## src/rtl/pe_pkg.sv

```systemverilog
// pe_pkg: shared widths, the output pixel record and the output saturation
// helper used by the PE output path.
//   PE_RESULT_W / PE_BIAS_W / PE_OUT_W / PE_SHIFT_W : default datapath widths
//   PE_ACC_W  : width of the requantisation arithmetic. It is the stage-1 sum
//               plus one guard bit for the rounding constant.
//   OUT_MAX / OUT_MIN : saturation limits of a signed PE_OUT_W pixel
//   pixel_t   : {last, data} as stored in the output FIFO
//   sat_out() : clamps a PE_ACC_W signed value into the pixel range
package pe_pkg;

    localparam int PE_RESULT_W = 37;
    localparam int PE_BIAS_W   = 32;
    localparam int PE_OUT_W    = 16;
    localparam int PE_SHIFT_W  = 6;
    localparam int PE_ACC_W    = PE_RESULT_W + 3;

    localparam logic signed [PE_ACC_W-1:0] OUT_MAX = PE_ACC_W'((1 << (PE_OUT_W - 1)) - 1);
    localparam logic signed [PE_ACC_W-1:0] OUT_MIN = -OUT_MAX - PE_ACC_W'(1);

    typedef struct packed {
        logic                last;
        logic [PE_OUT_W-1:0] data;
    } pixel_t;

    function automatic logic [PE_OUT_W-1:0] sat_out(input logic signed [PE_ACC_W-1:0] v);
        logic [PE_OUT_W-1:0] r;
        if (v > OUT_MAX) begin
            r = OUT_MAX[PE_OUT_W-1:0];
        end else if (v < OUT_MIN) begin
            r = OUT_MIN[PE_OUT_W-1:0];
        end else begin
            r = v[PE_OUT_W-1:0];
        end
        return r;
    endfunction

endpackage

```

## src/rtl/pe_out_fifo.sv

```systemverilog
// pe_out_fifo: first-word-fall-through pixel FIFO.
//   clk, rst_n       : clock and asynchronous active-low reset
//   push, wr_data    : write request and the pixel to write
//   pop              : read request. It is ignored while the FIFO is empty.
//   rd_data          : head pixel. It reads as zero while the FIFO is empty.
//   full, empty      : occupancy flags
// A push while full is accepted only if a pop happens in the same cycle.
// The write then lands in the slot that is being vacated.
module pe_out_fifo
    import pe_pkg::*;
#(
    parameter int DEPTH = 4
) (
    input  logic   clk,
    input  logic   rst_n,
    input  logic   push,
    input  pixel_t wr_data,
    input  logic   pop,
    output pixel_t rd_data,
    output logic   full,
    output logic   empty
);

    localparam int AW = $clog2(DEPTH);

    pixel_t         mem [DEPTH];
    logic [AW-1:0]  wr_ptr_reg;
    logic [AW-1:0]  rd_ptr_reg;
    logic [AW:0]    count_reg;
    logic           push_ok;
    logic           pop_ok;

    assign full    = (count_reg == (AW+1)'(DEPTH));
    assign empty   = (count_reg == '0);
    assign pop_ok  = pop && !empty;
    assign push_ok = push && (!full || pop_ok);

    // Zeroed head keeps out_data quiet when nothing is buffered. This covers
    // the state right after reset, because the storage itself is not reset.
    assign rd_data = empty ? '0 : mem[rd_ptr_reg];

    always_ff @(posedge clk) begin
        if (push_ok) begin
            mem[wr_ptr_reg] <= wr_data;
        end
    end

    always_ff @(posedge clk or negedge rst_n) begin
        if (!rst_n) begin
            wr_ptr_reg <= '0;
            rd_ptr_reg <= '0;
            count_reg  <= '0;
        end else begin
            if (push_ok) begin
                wr_ptr_reg <= wr_ptr_reg + AW'(1);
            end
            if (pop_ok) begin
                rd_ptr_reg <= rd_ptr_reg + AW'(1);
            end
            case ({push_ok, pop_ok})
                2'b10:   count_reg <= count_reg + (AW+1)'(1);
                2'b01:   count_reg <= count_reg - (AW+1)'(1);
                default: count_reg <= count_reg;
            endcase
        end
    end

endmodule

```

## src/rtl/pe_requant_out.sv

```systemverilog
// pe_requant_out: requantises PE accumulator results into output pixels and
// streams them to the feature-map writer.
//   clk, rst_n            : clock and asynchronous active-low reset
//   result, valid         : PE result and its single-cycle qualifier. There is
//                           no backpressure.
//   cfg_bias/shift/relu   : quasi-static requantisation settings
//   out_data/last/valid   : ready/valid pixel stream. The FIFO head carries a
//                           row-end tag.
//   out_ready             : consumer accept
//   ovf, ovf_clr          : sticky drop flag and its clear
// Pipeline: stage 1 adds the bias. Stage 2 rounds, shifts, applies ReLU,
// saturates and tags the row end. The FIFO push follows one edge later.
module pe_requant_out
    import pe_pkg::*;
#(
    parameter int BIAS_W  = PE_BIAS_W,
    parameter int SHIFT_W = PE_SHIFT_W,
    parameter int DEPTH   = 4,
    parameter int IMG_W   = 28
) (
    input  logic                   clk,
    input  logic                   rst_n,
    input  logic [PE_RESULT_W-1:0] result,
    input  logic                   valid,
    input  logic [BIAS_W-1:0]      cfg_bias,
    input  logic [SHIFT_W-1:0]     cfg_shift,
    input  logic                   cfg_relu,
    output logic [PE_OUT_W-1:0]    out_data,
    output logic                   out_last,
    output logic                   out_valid,
    input  logic                   out_ready,
    output logic                   ovf,
    input  logic                   ovf_clr
);

    localparam int RESULT_W = PE_RESULT_W;
    localparam int S1_W     = RESULT_W + 2;
    localparam int ACC_W    = PE_ACC_W;
    localparam int COL_W    = (IMG_W > 1) ? $clog2(IMG_W) : 1;

    logic signed [S1_W-1:0]  s1_reg;
    logic                    s1_vld_reg;
    pixel_t                  px_reg;
    pixel_t                  px_next;
    logic                    s2_vld_reg;
    logic [COL_W-1:0]        col_reg;
    logic                    ovf_reg;

    logic signed [ACC_W-1:0] acc;
    logic signed [ACC_W-1:0] rnd;
    logic signed [ACC_W-1:0] shifted;
    logic signed [ACC_W-1:0] relu_val;

    pixel_t                  head;
    logic                    fifo_full;
    logic                    fifo_empty;
    logic                    pop;
    logic                    drop;

    // Stage 1: both operands are sign-extended into the wider sum domain.
    always_ff @(posedge clk or negedge rst_n) begin
        if (!rst_n) begin
            s1_reg     <= '0;
            s1_vld_reg <= 1'b0;
        end else begin
            s1_vld_reg <= valid;
            if (valid) begin
                s1_reg <= $signed({{2{result[RESULT_W-1]}}, result})
                        + $signed({{(S1_W-BIAS_W){cfg_bias[BIAS_W-1]}}, cfg_bias});
            end
        end
    end

    // Stage 2 arithmetic. One guard bit above S1_W absorbs the half-LSB
    // rounding constant, so round-half-up cannot wrap.
    always_comb begin
        acc = {s1_reg[S1_W-1], s1_reg};
        rnd = '0;
        if (cfg_shift != '0) begin
            rnd = ACC_W'(1) << (cfg_shift - SHIFT_W'(1));
        end
        shifted      = (acc + rnd) >>> cfg_shift;
        relu_val     = (cfg_relu && shifted[ACC_W-1]) ? '0 : shifted;
        px_next.data = sat_out(relu_val);
        px_next.last = (col_reg == COL_W'(IMG_W - 1));
    end

    // The column counter advances on every stage-2 pixel, even on pixels that
    // are dropped later, so row alignment survives FIFO overflow.
    always_ff @(posedge clk or negedge rst_n) begin
        if (!rst_n) begin
            px_reg     <= '0;
            s2_vld_reg <= 1'b0;
            col_reg    <= '0;
        end else begin
            s2_vld_reg <= s1_vld_reg;
            if (s1_vld_reg) begin
                px_reg  <= px_next;
                col_reg <= px_next.last ? '0 : col_reg + COL_W'(1);
            end
        end
    end

    assign pop  = out_valid && out_ready;
    assign drop = s2_vld_reg && fifo_full && !pop;

    // A new drop takes priority over a clear in the same cycle.
    always_ff @(posedge clk or negedge rst_n) begin
        if (!rst_n) begin
            ovf_reg <= 1'b0;
        end else if (drop) begin
            ovf_reg <= 1'b1;
        end else if (ovf_clr) begin
            ovf_reg <= 1'b0;
        end
    end

    pe_out_fifo #(
        .DEPTH (DEPTH)
    ) u_fifo (
        .clk     (clk),
        .rst_n   (rst_n),
        .push    (s2_vld_reg),
        .wr_data (px_reg),
        .pop     (pop),
        .rd_data (head),
        .full    (fifo_full),
        .empty   (fifo_empty)
    );

    assign out_valid = !fifo_empty;
    assign out_data  = head.data;
    assign out_last  = head.last;
    assign ovf       = ovf_reg;

endmodule

```

## config.mk

```make
export PLATFORM = sky130hd
export DESIGN_NAME = pe_requant_out
export DESIGN_NICKNAME = d
export VERILOG_FILES = /design/src/rtl/pe_pkg.sv /design/src/rtl/pe_out_fifo.sv /design/src/rtl/pe_requant_out.sv
export SDC_FILE = /design/constraint.sdc
export NUM_CORES = 1
export LEC_CHECK = 0
export ABC_AREA = 1
export BUFFER_PORTS_ARGS = -buffer_cell sky130_fd_sc_hd__buf_2
export CAP_MARGIN = 20
export CORE_MARGIN = 2
export CORE_UTILIZATION = 60
export DETAILED_ROUTE_END_ITERATION = 8
export PLACE_DENSITY = 0.8
export RECOVER_POWER = 25
export SLEW_MARGIN = 15
export SYNTH_ARGS = -nofsm -noshare
export SYNTH_HDL_FRONTEND = slang
export SYNTH_SLANG_ARGS = --single-unit
```

## constraint.sdc

```tcl
create_clock -name clk -period 4.2 [get_ports clk]
set_input_delay 0.42 -clock clk [delete_from_list [all_inputs] [get_ports clk]]
set_output_delay 0.42 -clock clk [all_outputs]
set_load 0.01 [all_outputs]
```

==> summary.txt <==
Floorplanning
  • Starting Density: 61.5%
  • I/O Pins: 100
  • Die H: 152 µm
  • Die area: 23000 µm²
  • Core area: 21200 µm²
  • FP Rows: 53
  • Die Span X: 152 µm

Logic synthesis
  • Top_reg_cell synth: dfrtp_1
  • Commonest cells post-synth: nand2_1, nand3_1, nor2_1, inv_1, o21ai_0
  • Synthesized cell area: 13100 µm²
  • Top cell type's share of synthesized area: 18.8%
  • Area leader, netlist: nand2_1
  • Net count after synthesis: 2226
  • Post-synth EDFFs: 68
  • Post-Syn Instances: 2060
  • Seq cells post-synth: 138
  • Netlist cell types: 52
  • Top-count cell post-synth: nand2_1
  • Syn Area/Cell: 6.34 µm²
  • Seq/Total Area, Yosys: 29.0%
  • Share of flip-flops with an asynchronous set or reset: 50.7%
  • YS warnings: 0
  • Main area contributors after synthesis: nand2_1, edfxtp_1, dfrtp_1

Timing
  • Slew @ Worst Pin: 1.87 ns
  • Number of setup violations in the final report: 15
  • Setup Skew: 0.0166 ns
  • Slew Limit Fails: 36
  • Final Hold Fails: 0
  • Fmax: 227 MHz
  • Final min period: 4.40 ns
  • Post-route clock period utilization: 105%
  • PnR worst setup slack: -0.203 ns
  • Max_slew headroom: -24.7%
  • RSZ-0062 raised after global routing: yes

Placement
  • Cells after DPL: 2569
  • Area post-placement: 15200 µm²
  • Port bufs: 99
  • RePlAce Congestion: 1.09
  • Dpl hpwl: 37300 µm
  • Setup WS pre-CTS: -0.938 ns

Run
  • Max Cap Viol: 1

GRT
  • First-pass GRT wire length: 76600 µm
  • Largest net degree at the start of global routing: 49
  • Antenna violations before repair: 0
  • Vias in the first global route: 14900
  • Grt ovf: 0
  • Gr usage total: 43.6%

Setup path
  • Worst R2R Start: s1_reg[18]
  • CP endpoint: px_reg[14]
  • Crit path required time: 4.51 ns
  • Setup CP Type: primary input to flip-flop
  • CP Launch Point: cfg_shift[1]
  • CP dominant cell by count: nand2_1
  • FF-to-FF setup slack: 0.36 ns
  • Worst R2R End: px_reg[14]
  • CP max-delay cell: ha_2
  • Crit. End Element: flip-flop
  • Worst reg2reg path depth: 26
  • Max incr delay on CP: 0.37 ns
  • CP arrival: 4.71 ns
  • Kind of start point of the critical path: primary input
  • Crit-path max FO: 8

Power and ir drop
  • VDD IR max: 0.334 mV
  • Power Dens Cells: 382 nW/µm²
  • Leak: 8.76 nW

Worst hold path
  • Hold Path Origin: ovf_clr
  • Worst Hold Class: primary input to flip-flop

Clocking
  • Worst-path clk slew: 0.07 ns
  • Later-pin clock latency in the skew report: 0.45 ns
  • Number of CTS-inserted buffers: 17
  • CTS tree: built
  • H-tree depth: 4
  • Root Driver: clkbuf_16
  • Clock Sinks: 138
  • Longest Clk Path Bufs: 2

Final layout
  • Synthesis-to-finish area growth: 36.8%
  • Fillers: 1321
  • Finished Layout Cells: 2640
  • ANT cells: 0
  • Fin util: 84.2%
  • Share of layout cells above drive strength 1: 32.8%
  • Multi-input gate area: 9880 µm²
  • Register area: 3790 µm²
  • Max reg flops: 68
  • Nets@finish: 2518
  • Finished layout cell area: 17900 µm²

Routing
  • Vias per cell: 6.20
  • Number of detailed-route iterations in the first pass: 6
  • Routed via count: 16400
  • Post-route DRC: 0
  • WL per Instance: 20.0 µm
  • DRT iter0 DRCs: 2095
  • DRT Wirelength: 52800 µm
  • DRT antenna net count: 0

Status
  • Failing checks: max-capacitance violations, max-slew violations, negative setup slack
  • Status: finished, violations left
-- layer usage --
layer | wire length, µm | GRT usage, % | part of all wire (%) | vias to the layer above
li1 | - | - | - | 7333
met5 | 0 | 0 | 0 | -
met2 | 23500 | 68.5 | 44 | 1244
met1 | 19700 | 58.0 | 37 | 7523
met3 | 6640 | 9.85 | 13 | 269
met4 | 3020 | 19.0 | 5.7 | 0
-- stage by stage --
stage	hold WS [ns]	setup TNS (ns)	power, mW
after floorplan	0.124	0	3.62
after global placement	0.397	-12.50	4.57
after detailed placement	0.401	-13.21	4.71
after CTS	0.193	0	6.38
after global routing	0.196	-5.09	7.14
final	0.202	-1.77	6.83
-- report_power, final --
group,switching (mW),total (mW),internal [mW]
Combinational,2.05,3.28,1.23
Sequential,0.257,2.00,1.75
Clock,0.737,1.54,0.804
-- worst min-delay path by stage --
stage	end	slack (ns)	depth (start not counted)
CTS	ovf	0.19	2
floorplan	col_reg[0]	0.12	0
finish	ovf	0.20	2
global placement	s1_reg[1]	0.40	1
global route	ovf	0.20	2
detailed placement	s1_reg[0]	0.40	1
-- worst max-delay path, delay by kind of cell --
kind / cells / cell delay [ns]
AND/OR/NAND/NOR: 29 / 3.08
AO/OA/AOI/OAI: 2 / 0.27
buffers and inverters: 5 / 0.51
adder cells (fa/ha/maj): 1 / 0.37
-- cells in the final DEF (no fill, tap or decap), drive strengths merged, types with 16 or more instances in the layout --
cell type and instances:
xor2 21, a21oi 102, ha 82, nand2 677
o21ai 135, xnor2 28, nand3 257, a31oi 16
clkbuf 19, edfxtp 68, dfrtp 70, nor2 250
buf 334, inv 222
-- kinds of logic (layout without fill, tap and decap cells) --
kind of cell / after synthesis / after routing / synth area share, %
buf+inv: 289 / 592 / 8.72
xor+xnor: 49 / 49 / 3.29
fa+ha+maj: 85 / 85 / 8.32
simple gates: 1219 / 1221 / 39.1
flops: 138 / 138 / 29.0
mux: 3 / 3 / 0.230
compound gates: 277 / 277 / 11.3
-- final cells by class --
class	instances	share of cell area (%)
clock buffers	17	2.38
flip-flops and latches	138	21.2
well taps	275	1.93
clock inverters	15	1.04
repair buffers	338	13.4
inverters	221	4.67
multi-input cells	1635	55.3
repair inverters	1	0.0420
-- timing repair --
| item | 4_1_cts | 5_1_grt |
|---|---|---|
| gates resized for setup | 146 | 302 |
| pin swaps | 47 | 64 |
| setup buffers | 13 | 19 |
| hold endpoints to repair | 34 | 0 |
| hold buffers | 1 | 0 |
| cloned | 3 | 1 |
| setup endpoints to repair | 15 | 15 |
No activity file was read; power rests on OpenSTA's default activity.
